===== src/rtl/uart_pkg.sv =====
// Shared UART-side types and constants for the TX arbiter and its round-robin picker.
package uart_pkg;

    localparam int UART_BYTE_W = 8;

    typedef enum logic {
        ARB_IDLE = 1'b0,
        ARB_LOCK = 1'b1
    } uart_arb_state_t;

endpackage


===== src/rtl/uart_rr_pick.sv =====
// Combinational round-robin picker: first set request after i_ptr, wrapping modulo NUM_REQ.
module uart_rr_pick
    import uart_pkg::*;
#(
    parameter int NUM_REQ = 4,
    parameter int IDX_W   = (NUM_REQ > 1) ? $clog2(NUM_REQ) : 1
) (
    input  logic [NUM_REQ-1:0] i_req,
    input  logic [IDX_W-1:0]   i_ptr,
    output logic               o_any,
    output logic [IDX_W-1:0]   o_idx
);

    int               w_cand;
    logic [IDX_W-1:0] w_cand_idx;
    logic             w_hit;

    // Scan ptr+1 .. ptr+NUM_REQ; ptr itself is visited last so the previous owner yields.
    always_comb begin
        o_any      = 1'b0;
        o_idx      = {IDX_W{1'b0}};
        w_cand     = 0;
        w_cand_idx = {IDX_W{1'b0}};
        w_hit      = 1'b0;
        for (int i = 1; i <= NUM_REQ; i++) begin
            w_cand     = (int'(i_ptr) + i) % NUM_REQ;
            w_cand_idx = IDX_W'(w_cand);
            w_hit      = !o_any && i_req[w_cand_idx];
            o_idx      = w_hit ? w_cand_idx : o_idx;
            o_any      = o_any | i_req[w_cand_idx];
        end
    end

endmodule


===== src/rtl/uart_tx_arbiter.sv =====
// Round-robin, frame-atomic arbiter sharing one UART TX byte port among NUM_REQ requesters.
// Optional idle-lock timeout enabled by defining UART_ARB_TIMEOUT_EN (adds parameter TIMEOUT_CYC).
module uart_tx_arbiter
    import uart_pkg::*;
#(
    parameter int NUM_REQ     = 4,
    parameter int IDX_W       = (NUM_REQ > 1) ? $clog2(NUM_REQ) : 1
`ifdef UART_ARB_TIMEOUT_EN
    ,
    parameter int TIMEOUT_CYC = 1024
`endif
) (
    input  logic                           clk,
    input  logic                           rst_n,
    input  logic [NUM_REQ*UART_BYTE_W-1:0] req_data,
    input  logic [NUM_REQ-1:0]             req_valid,
    input  logic [NUM_REQ-1:0]             req_last,
    output logic [NUM_REQ-1:0]             req_ready,
    output logic [UART_BYTE_W-1:0]         uart_tx_data,
    output logic                           uart_tx_valid,
    input  logic                           uart_tx_ready,
    output logic [IDX_W-1:0]               grant_id,
    output logic                           busy,
    output logic                           timeout_evt
);

    uart_arb_state_t  r_state, w_state_nxt;
    logic [IDX_W-1:0] r_rr_ptr, w_rr_ptr_nxt;
    logic [IDX_W-1:0] r_grant_id, w_grant_nxt;
    logic             r_timeout_evt, w_timeout_evt_nxt;
    logic [IDX_W-1:0] w_pick_idx;
    logic             w_pick_any;
    logic             w_cur_valid;
    logic             w_cur_last;
    logic             w_xfer;
    logic             w_to_hit;
    logic [UART_BYTE_W-1:0] w_req_bytes [NUM_REQ];

    uart_rr_pick #(
        .NUM_REQ (NUM_REQ),
        .IDX_W   (IDX_W)
    ) u_pick (
        .i_req (req_valid),
        .i_ptr (r_rr_ptr),
        .o_any (w_pick_any),
        .o_idx (w_pick_idx)
    );

    assign w_cur_valid = req_valid[r_grant_id];
    assign w_cur_last  = req_last[r_grant_id];
    assign w_xfer      = (r_state == ARB_LOCK) && w_cur_valid && uart_tx_ready;

    // Unpack the flat data bus so the granted byte can be selected by index.
    always_comb begin
        for (int i = 0; i < NUM_REQ; i++) begin
            w_req_bytes[i] = req_data[i*UART_BYTE_W +: UART_BYTE_W];
        end
    end

    // Forward the granted requester straight through to the UART while locked.
    always_comb begin
        uart_tx_data  = {UART_BYTE_W{1'b0}};
        uart_tx_valid = 1'b0;
        req_ready     = {NUM_REQ{1'b0}};
        if (r_state == ARB_LOCK) begin
            uart_tx_data          = w_req_bytes[r_grant_id];
            uart_tx_valid         = w_cur_valid;
            req_ready[r_grant_id] = uart_tx_ready;
        end else begin
            uart_tx_valid = 1'b0;
        end
    end

`ifdef UART_ARB_TIMEOUT_EN
    localparam int TO_W = $clog2(TIMEOUT_CYC + 1);

    logic [TO_W-1:0] r_to_cnt, w_to_cnt_nxt;

    // Count locked cycles where the owner has nothing to send; any transfer restarts the count.
    always_comb begin
        w_to_cnt_nxt = r_to_cnt;
        w_to_hit     = 1'b0;
        if ((r_state != ARB_LOCK) || w_xfer) begin
            w_to_cnt_nxt = {TO_W{1'b0}};
        end else if (!w_cur_valid) begin
            if (r_to_cnt == TO_W'(TIMEOUT_CYC - 1)) begin
                w_to_hit     = 1'b1;
                w_to_cnt_nxt = {TO_W{1'b0}};
            end else begin
                w_to_cnt_nxt = r_to_cnt + TO_W'(1);
            end
        end else begin
            w_to_cnt_nxt = r_to_cnt;
        end
    end

    // Idle-lock counter register.
    always_ff @(posedge clk) begin
        if (!rst_n) begin
            r_to_cnt <= {TO_W{1'b0}};
        end else begin
            r_to_cnt <= w_to_cnt_nxt;
        end
    end
`else
    assign w_to_hit = 1'b0;
`endif

    // Next-state logic: grant on any request in IDLE, release on last byte or forced timeout.
    always_comb begin
        w_state_nxt       = r_state;
        w_rr_ptr_nxt      = r_rr_ptr;
        w_grant_nxt       = r_grant_id;
        w_timeout_evt_nxt = 1'b0;
        case (r_state)
            ARB_IDLE: begin
                if (w_pick_any) begin
                    w_grant_nxt = w_pick_idx;
                    w_state_nxt = ARB_LOCK;
                end else begin
                    w_state_nxt = ARB_IDLE;
                end
            end
            ARB_LOCK: begin
                if (w_xfer && w_cur_last) begin
                    w_state_nxt  = ARB_IDLE;
                    w_rr_ptr_nxt = r_grant_id;
                end else if (w_to_hit) begin
                    w_state_nxt       = ARB_IDLE;
                    w_rr_ptr_nxt      = r_grant_id;
                    w_timeout_evt_nxt = 1'b1;
                end else begin
                    w_state_nxt = ARB_LOCK;
                end
            end
            default: begin
                w_state_nxt = ARB_IDLE;
            end
        endcase
    end

    // State, grant and pointer registers; pointer resets to the last slot so requester 0 wins first.
    always_ff @(posedge clk) begin
        if (!rst_n) begin
            r_state       <= ARB_IDLE;
            r_rr_ptr      <= IDX_W'(NUM_REQ - 1);
            r_grant_id    <= {IDX_W{1'b0}};
            r_timeout_evt <= 1'b0;
        end else begin
            r_state       <= w_state_nxt;
            r_rr_ptr      <= w_rr_ptr_nxt;
            r_grant_id    <= w_grant_nxt;
            r_timeout_evt <= w_timeout_evt_nxt;
        end
    end

    assign grant_id    = r_grant_id;
    assign busy        = (r_state == ARB_LOCK);
    assign timeout_evt = r_timeout_evt;

endmodule


===== config.mk =====
export PLATFORM = sky130hd
export DESIGN_NAME = uart_tx_arbiter
export DESIGN_NICKNAME = d
export VERILOG_FILES = /design/src/rtl/uart_pkg.sv /design/src/rtl/uart_rr_pick.sv /design/src/rtl/uart_tx_arbiter.sv
export SDC_FILE = /design/constraint.sdc
export NUM_CORES = 1
export LEC_CHECK = 0
export ABC_AREA = 1
export ABC_CLOCK_PERIOD_IN_PS = 3300
export CAP_MARGIN = 20
export CORE_MARGIN = 2
export CORE_UTILIZATION = 38
export CTS_BUF_LIST = sky130_fd_sc_hd__clkbuf_4 sky130_fd_sc_hd__clkbuf_8
export CTS_CLUSTER_SIZE = 12
export DETAILED_ROUTE_END_ITERATION = 8
export PLACE_DENSITY = 0.88
export SYNTH_ARGS = -nofsm -noshare
export SYNTH_HDL_FRONTEND = slang
export SYNTH_SLANG_ARGS = --single-unit

===== constraint.sdc =====
create_clock -name clk -period 3.3 [get_ports clk]
set_input_delay 0.66 -clock clk [delete_from_list [all_inputs] [get_ports clk]]
set_output_delay 0.66 -clock clk [all_outputs]
set_load 0.01 [all_outputs]

==> results.md <==
- Met3 Wirelength: approximately 240 um
- Layout cells sized above 1: about 16%
- Yosys warnings: 0
- Post-Syn Nets: approximately 180
- Hold Startpoint: busy
- XOR/XNOR Fraction of Synth Area: 0%
- Critical path class: reg2out
- Mapped Cells: approximately 140
- RSZ-0062 raised after global routing: false
- Buf/Inv on CP: 2
- Status: completed
- Placed Cells: 218
- Post-synthesis simple-gate area fraction: a little over half
- Setup Buffers After CTS: 0
- Row cnt: 16
- Pwr dens: ~320 mW/mm^2
- H-tree Lvls: 1
- Critical path origin: grant_id[1]
- CTS Buf Count: 3
- Sequential element share of the synthesized area: ~12%
- Most common cell after layout, fill and taps aside: clkdlybuf4s50_1
- Initial antenna violation count: 0
- Worst Path Max Fanout: 10
- PortBufs: 58
- Post-cts resize count: 0
- Pre-Repair DR Iteration Count: 4
- Critical Path Start Type: register
- Area growth syn-to-layout: 73.8%
- Clock latency on the worst-skew pair: around 0.25 ns
- Compound-Gate Fraction of Synth Area: 19.4%
- CTS tree: done
- Nets@finish: 239
- M1 wire length: between 900 and 1000 um
- Slowest CP cell: clkdlybuf4s50_1
- Clock skew: 0.00293 ns
- #FFs+latches synth: 5
- Core box area: approximately 0.0020 mm^2
- Max-Cap Viols: 0
- Die Y: roughly 50 um
- Fin crit period: about 2.9 ns
- Cell family with most CP delay: buffers and inverters
- Arrival @ worst endpoint: 2.20 ns
- Crit end category: output pin
- Grt ovf: 0
- Reg2reg start: grant_id[1]
- Fin. Hold Viols: 0
- Min-delay worst type: reg2reg
- Routed WL: ~2800 um
- Number of global-route vias before repair: roughly 1,100
- Worst EP required: between 2 and 3 ns
- DR WL/cell: 12.4 um
- FMAX: roughly 350 MHz
- Top sig layer: met4
- Clk pin slew, worst setup/hold paths: about 0.04 ns
- Pins Over Slew Limit: 0
- Die span in x: ~50 um
- HPWL after DPL: roughly 2300 um
- CTS Hold Bufs: 0
- Largest family of logic cells by synthesized area: simple AND/OR/NAND/NOR gates
- Global-route wire length before repair: between 4000 and 5000 um
- Post-route ant nets: 0
- Final setup fails: 0
- Mux cell area share after synthesis: 0%
- Die ar.: roughly 0.0025 mm^2
- Largest net degree at the start of global routing: 12
- I/O Pins: 60
- 1st-iter DRT viols: 16
- Drt drc: 0
- CP cell instances: inv_4, nor2_2, nand2_1, a31oi_1, clkdlybuf4s50_1
- N_diodes: 0
- Most frequent cells in the layout: clkdlybuf4s50_1, nand2_1, nand2_2
- WL met2: 1510 um
- Adder-cell share of the synthesized area: 0%
- Fillcell total: between 150 and 200
- Tot GR Track Use: roughly 23%
- Number of unique standard cell types used by synthesis: 25
- Starting density of the core: around 41%
- Tcrit/Tclk final: 86.5%
- Clock Sinks: 5
- Finished Layout Cells: 222
- Vias: between 1,000 and 1,500
- Placer Congestion: around 0.88
- Clk root buf: clkbuf_4
- LEAKAGE: 0.611 nW
- Mean Syn Cell Area: ~5.9 um^2
- Final setup TNS: 0 ns
- Via density: between 5 and 6
- Max Root-Sink Buffers: 2
- Largest stage delay on the critical path: 0.59 ns
- Mapped Area: 812 um^2
- Worst vdd ir: approximately 0.00018 V
state kept, by name, summed over array words and instances (netlist names):
name / flops
busy: 1
grant_id: 2
r_rr_ptr: 2
worst paths after layout:
path / end / slack [ns] / cells past startpoint
setup / recovery: uart_tx_data[0] / 0.44 / 5
hold / removal: busy / 0.50 / 2
setup reg to reg: r_rr_ptr[0] / 1.66 / 7
hold reg to reg: busy / 0.50 / 2
per-layer routing:
| metal | vias to the layer above | global-route usage (%) |
|---|---|---|
| met2 | 52 | 45.8 |
| met3 | 5 | 5.06 |
| met5 | - | 0 |
| met1 | 491 | 21.5 |
| li1 | 572 | - |
| met4 | 0 | 10.6 |
synthesized netlist by cell type, drive strengths merged:
cell type  instances  area (um^2)
a21boi             1         7.51
a21oi              1         5.00
a22oi             10         80.1
a31oi              8         50.1
buf                4         41.3
clkbuf             1         3.75
conb               1         3.75
dfxtp              5          100
inv               15         61.3
nand2             63          279
nand3             11         72.6
nand4              1         12.5
nor2              12         65.1
nor3               3         15.0
o211ai             2         15.0
where the power goes:
| group | internal (W) | switching [W] | leakage (nW) |
|---|---|---|---|
| Combinational | 0.000140 | 0.000141 | 0.551 |
| Sequential | 0.0000679 | 0.0000162 | 0.0413 |
| Clock | 0.0000541 | 0.0000280 | 0.0184 |
cell type report:
class | instances | area [um^2] | share of cell area [%]
multi-input cells | 113 | 606 | 42.9
repair buffers | 58 | 581 | 41.1
flip-flops and latches | 5 | 100 | 7.09
inverters | 15 | 61.3 | 4.34
well taps | 27 | 33.8 | 2.39
clock buffers | 4 | 30.0 | 2.13
through the flow:
step           power (W)  utilization, %  cell area, um^2  setup WS (ns)  hold WS, ns
6_report        0.000448            71.2             1410          0.444        0.502
2_1_floorplan   0.000248               -              812           1.44        0.506
3_5_place_dp    0.000366            69.7             1380          0.550        0.499
5_1_grt         0.000479            71.2             1410          0.326        0.522
3_3_place_gp    0.000360            69.7             1380          0.579        0.488
4_1_cts         0.000450            71.2             1410          0.437        0.504
worst min-delay path, stage by stage, from the launching register on:
cell	delay, ns
dfxtp_1	0.33
nand2_1	0.07
a21boi_1	0.05
cells by family after synthesis:
kind of cell           Yosys count
AOI/OAI and AO/OA               22
other                            1
DFF                              5
and+or+nand+nor                 90
buffers and inverters           20
Note: power is estimated with default switching activity, not from simulation.
